--- config.mk ---
export PLATFORM = sky130hd
export DESIGN_NAME = id_ex_stage
export DESIGN_NICKNAME = d
export VERILOG_FILES = /design/src/rtl/id_ex_stage.sv
export SDC_FILE = /design/constraint.sdc
export NUM_CORES = 1
export LEC_CHECK = 0
export ABC_AREA = 0
export ABC_CLOCK_PERIOD_IN_PS = 5050
export CORE_AREA = 2 2 103 105
export DETAILED_ROUTE_END_ITERATION = 16
export DIE_AREA = 0 0 105 107
export DONT_BUFFER_PORTS = 1
export GPL_ROUTABILITY_DRIVEN = 0
export PLACE_DENSITY = 0.62
export SETUP_SLACK_MARGIN = 0.2
export SLEW_MARGIN = 10
export SYNTH_ARGS = -nofsm -noshare
export SYNTH_HDL_FRONTEND = slang
export SYNTH_SLANG_ARGS = --single-unit
export TNS_END_PERCENT = 10
--- constraint.sdc ---
create_clock -name clk -period 5.05 [get_ports clk]
set_input_delay 0.7575 -clock clk [delete_from_list [all_inputs] [get_ports clk]]
set_output_delay 0.7575 -clock clk [all_outputs]
set_load 0.05 [all_outputs]
--- src/rtl/id_ex_stage.sv ---
// ID/EX pipeline register for the pipelined MIPS core.
// Registers decode controls, operands, register addresses and the immediate
// for EX; detects load-use hazards (combinational stall to PC and IF/ID) and
// inserts bubbles on stall or branch flush. A saturating counter tracks how
// many real instructions were replaced by bubbles.
module id_ex_stage #(
    parameter int DATA_W      = 32,
    parameter int REG_AW      = 5,
    parameter int STALL_CNT_W = 16
) (
    input  logic                   clk,
    input  logic                   rst_n,
    input  logic                   d_valid,
    input  logic                   d_jump,
    input  logic                   d_memtoReg,
    input  logic                   d_memWrite,
    input  logic                   d_ALU_src,
    input  logic                   d_reg_dest,
    input  logic                   d_reg_write,
    input  logic                   d_branch,
    input  logic [2:0]             d_ALU_control,
    input  logic [DATA_W-1:0]      d_rd1,
    input  logic [DATA_W-1:0]      d_rd2,
    input  logic [REG_AW-1:0]      d_rs,
    input  logic [REG_AW-1:0]      d_rt,
    input  logic [REG_AW-1:0]      d_rd,
    input  logic [DATA_W-1:0]      d_imm,
    input  logic                   flush_i,
    output logic                   e_valid,
    output logic                   e_jump,
    output logic                   e_memtoReg,
    output logic                   e_memWrite,
    output logic                   e_ALU_src,
    output logic                   e_reg_dest,
    output logic                   e_reg_write,
    output logic                   e_branch,
    output logic [2:0]             e_ALU_control,
    output logic [DATA_W-1:0]      e_rd1,
    output logic [DATA_W-1:0]      e_rd2,
    output logic [DATA_W-1:0]      e_imm,
    output logic [REG_AW-1:0]      e_rs,
    output logic [REG_AW-1:0]      e_rt,
    output logic [REG_AW-1:0]      e_rd,
    output logic                   stall_o,
    output logic [STALL_CNT_W-1:0] bubble_cnt
);

    // ALU op carried by a bubble (and after reset): harmless add.
    localparam logic [2:0] ALU_ADD = 3'b010;

    logic load_in_ex_s;
    logic uses_rt_s;
    logic hazard_s;
    logic bubble_s;
    logic count_s;

    // Load-use hazard detection. memtoReg alone is not a load because sw also
    // asserts it; a real load must also write the register file.
    always_comb begin
        load_in_ex_s = 1'b0;
        uses_rt_s    = 1'b0;
        hazard_s     = 1'b0;
        bubble_s     = 1'b0;
        count_s      = 1'b0;
        load_in_ex_s = e_valid & e_memtoReg & e_reg_write;
        uses_rt_s    = ~d_ALU_src | d_memWrite;
        if (load_in_ex_s && d_valid && (e_rt != {REG_AW{1'b0}}) &&
            ((e_rt == d_rs) || (uses_rt_s && (e_rt == d_rt)))) begin
            hazard_s = 1'b1;
        end else begin
            hazard_s = 1'b0;
        end
        bubble_s = flush_i | hazard_s;
        // Only a real instruction replaced by a bubble is counted.
        count_s  = bubble_s & d_valid;
    end

    // Flush takes priority: a squashed instruction must not also hold PC.
    assign stall_o = hazard_s & ~flush_i;

    // Control half of the pipeline register: bubble on flush/hazard, else pass.
    always_ff @(posedge clk or negedge rst_n) begin
        if (!rst_n) begin
            e_valid       <= 1'b0;
            e_jump        <= 1'b0;
            e_memtoReg    <= 1'b0;
            e_memWrite    <= 1'b0;
            e_ALU_src     <= 1'b0;
            e_reg_dest    <= 1'b0;
            e_reg_write   <= 1'b0;
            e_branch      <= 1'b0;
            e_ALU_control <= ALU_ADD;
        end else if (bubble_s) begin
            e_valid       <= 1'b0;
            e_jump        <= 1'b0;
            e_memtoReg    <= 1'b0;
            e_memWrite    <= 1'b0;
            e_ALU_src     <= 1'b0;
            e_reg_dest    <= 1'b0;
            e_reg_write   <= 1'b0;
            e_branch      <= 1'b0;
            e_ALU_control <= ALU_ADD;
        end else begin
            e_valid       <= d_valid;
            e_jump        <= d_jump;
            e_memtoReg    <= d_memtoReg;
            e_memWrite    <= d_memWrite;
            e_ALU_src     <= d_ALU_src;
            e_reg_dest    <= d_reg_dest;
            e_reg_write   <= d_reg_write;
            e_branch      <= d_branch;
            e_ALU_control <= d_ALU_control;
        end
    end

    // Data half of the pipeline register: always captured; a bubble's data is
    // don't-care because none of its controls write or access memory.
    always_ff @(posedge clk or negedge rst_n) begin
        if (!rst_n) begin
            e_rd1 <= {DATA_W{1'b0}};
            e_rd2 <= {DATA_W{1'b0}};
            e_imm <= {DATA_W{1'b0}};
            e_rs  <= {REG_AW{1'b0}};
            e_rt  <= {REG_AW{1'b0}};
            e_rd  <= {REG_AW{1'b0}};
        end else begin
            e_rd1 <= d_rd1;
            e_rd2 <= d_rd2;
            e_imm <= d_imm;
            e_rs  <= d_rs;
            e_rt  <= d_rt;
            e_rd  <= d_rd;
        end
    end

    // Saturating bubble counter for performance debug.
    always_ff @(posedge clk or negedge rst_n) begin
        if (!rst_n) begin
            bubble_cnt <= {STALL_CNT_W{1'b0}};
        end else if (count_s && (bubble_cnt != {STALL_CNT_W{1'b1}})) begin
            bubble_cnt <= bubble_cnt + {{(STALL_CNT_W-1){1'b0}}, 1'b1};
        end else begin
            bubble_cnt <= bubble_cnt;
        end
    end

endmodule
==> reports/results.ini <==
[clock_tree]
cts_buffers=17
clock-sinks=138
clk_path_buf_depth=2
clk_latency_ps=520
cts-root-buf=clkbuf_8
post_cts_resized=0
cts-htree-levels=4
cts_tree=built
clkTransAtPathRegs_ps=60

[floorplan]
die_h_um=107
core_area_um2=10100
fp-row-count=37
io_pins=264
dieArea_um2=11200
start_util_pct=40.2
die_x_um=105

[global_route]
grt_pass1_wl_mm=14.3
grt_max_degree=138
overflow=0
grt_pass1_vias=1972
antenna_found_initial=1
grt.total_usage_pct=18.6

[final_layout]
fillCellCount=881
stdcell_area_um2=4800
final_nets=370
syn2layout_area_growth_pct=18.2
drive_gt1_share_pct=14.5
diodes=0
register_area_um2=3450
multi_input_area_um2=581

[yosys]
synth_area_per_cell_um2=18.0
synthTopCellsByCount=137 x dfrtp_1, 20 x xnor2_1, 11 x and2_1, 10 x nand4_1, 8 x nand2_1
syn_area_um2=4060
syn-instance-count=226
yosys_warnings=0
synth-edff-count=0
yosys.area.top_type=dfrtp_1
synth_seq_cells=138
synth_area_leaders=dfrtp_1 84%, xnor2_1 4.3%, and2_1 1.7%, nand4_1 1.5%, xor2_1 0.86%
yosysMostFrequentCell=dfrtp_1
synth_nets=352
async_reset_ff_share_pct=100
synth_top_area_share_pct=84.5
synthDistinctLibCells=24
synth-main-ff-cell=dfrtp_1
yosysSeqAreaShare_pct=85.1

[worst_hold_path]
hp-class=in -> async

[status]
outcome=completed

[sta]
fin_ws_ps=1910
fin_skew_ps=4.12
fin_setup_tns_ps=0
hold_viol_final=0
tightest_slew_ps=657
rsz0062_at_grt=false
fmax_mhz=319
setup_viol=0
slew_violations=0
period_minus_slack_ps=3140
post-route-period-util_pct=62.1
relSlewSlack_pct=56.2

[routing]
dr.first_iter.drc_count=74
via_count=1916
firstDrtPassIters=4
wirelength_mm=10.1
vias_per_cell=4.90
ant_nets=0
route.detailed.drc=0
wire_per_inst_um=25.9

[setup_path]
crit_type=reg -> out
regToRegSetupSlack_ps=2660
crit_required_ps=4290
path_cells=xnor2_1 > nand4_1 > o22ai_1 > and3_1
worst_path_max_delay_cell=dfrtp_1
cp_max_fo=4
cp-end-kind=output port
setup.worst_path.end=stall_o
r2r-end=bubble_cnt[1]
timing.rr.start=bubble_cnt[0]
worst-r2r-cell-count=6
worstSetupStartpoint=e_rt[0]
cpPeakStageDelay_ps=710
arrival_ps=2380
worstSetupStartpointType=flop

[placement]
hpwl_mm=7.43
post-place-ws_ps=2450
port_buffers=0
placed_area_um2=4210

[power]
power_uw=2700
p_leak_uw=0.00211
p_per_area_nw_per_um2=563
vdd_drop_max_mv=0.272

[job]
maxCapViolations=0

kinds of logic after synthesis:
kind of cell,Yosys count,share of synthesized area (%)
flip-flops,138,85.1
AND/OR/NAND/NOR,50,6.85
XOR/XNOR,24,5.18
AO/OA/AOI/OAI,7,1.42
buffers and inverters,4,0.555
multiplexers,2,0.555
adder cells (fa/ha/maj),1,0.308
area by class of cell:
cell class              instances  share of cell area [%]
well taps                     136                    3.55
clock buffers                  19                    9.00
inverters                       2                   0.157
clock inverters                11                    2.58
flip-flops and latches        138                    72.0
repair buffers                  1                   0.574
multi-input cells              84                    12.1
where the power goes:
part           internal (µW)  total (µW)  switching (µW)
Sequential              1170        1480             308
Combinational           30.3        70.7            40.3
Clock                    708        1150             442
Total                   1910        2700             790
cell usage in the layout, fill, tap and decap left out, types with 3 or more instances in the layout:
master and count:
dfrtp_1 137, xnor2_1 20, clkbuf_16 16, and2_1 11, nand4_1 10, nand2_1 8
clkinvlp_4 6, nand3_1 5, nor2_1 5, and3_1 4, xor2_1 4, nor3_1 3
critical path: cells and delay by family (launching register included):
kind,cells,cell delay [ps]
AO/OA/AOI/OAI,1,260
flip-flops,1,710
AND/OR/NAND/NOR,2,700
XOR/XNOR,1,190
metal layers:
metal,wire length [µm],up-vias,track usage [%]
met5,0,-,0
met4,233,0,9.24
met3,1250,17,12.3
met2,5280,125,29.0
met1,3380,991,19.1
li1,-,783,-
flip-flops by register name (all words and copies together) (netlist names), 3 cells and up:
signal / flops
e_ALU_control: 3
e_rt: 5
e_rd: 5
bubble_cnt: 16
e_rd1: 32
e_imm: 32
e_rd2: 32
e_rs: 5
how the worst min path moves through the flow:
stage	from	endpoint	slack, ps	cells past startpoint
after floorplan	rst_n	bubble_cnt[0]	460	0
after global placement	rst_n	e_rd1[27]	460	0
after detailed placement	rst_n	e_rd1[27]	460	0
after CTS	rst_n	e_ALU_control[1]	40	0
after global routing	rst_n	e_ALU_control[1]	40	0
final	rst_n	e_ALU_control[1]	80	0
per-stage QoR:
step / utilization, % / hold WS [ps] / instances
finish: 47.5 / 77.3 / 391
global route: 47.5 / 37.2 / 391
CTS: 47.5 / 43.9 / 391
detailed placement: 41.7 / 464 / 360
global placement: 41.7 / 464 / 360
floorplan: - / 462 / 226
repair_timing:
item | CTS | global route
endpoints found under the setup margin | 0 | 0
hold buffers | 1 | 0
buffers inserted | 0 | 0
hold endpoints to repair | 137 | 0
Note: power is estimated with default switching activity, not from simulation.
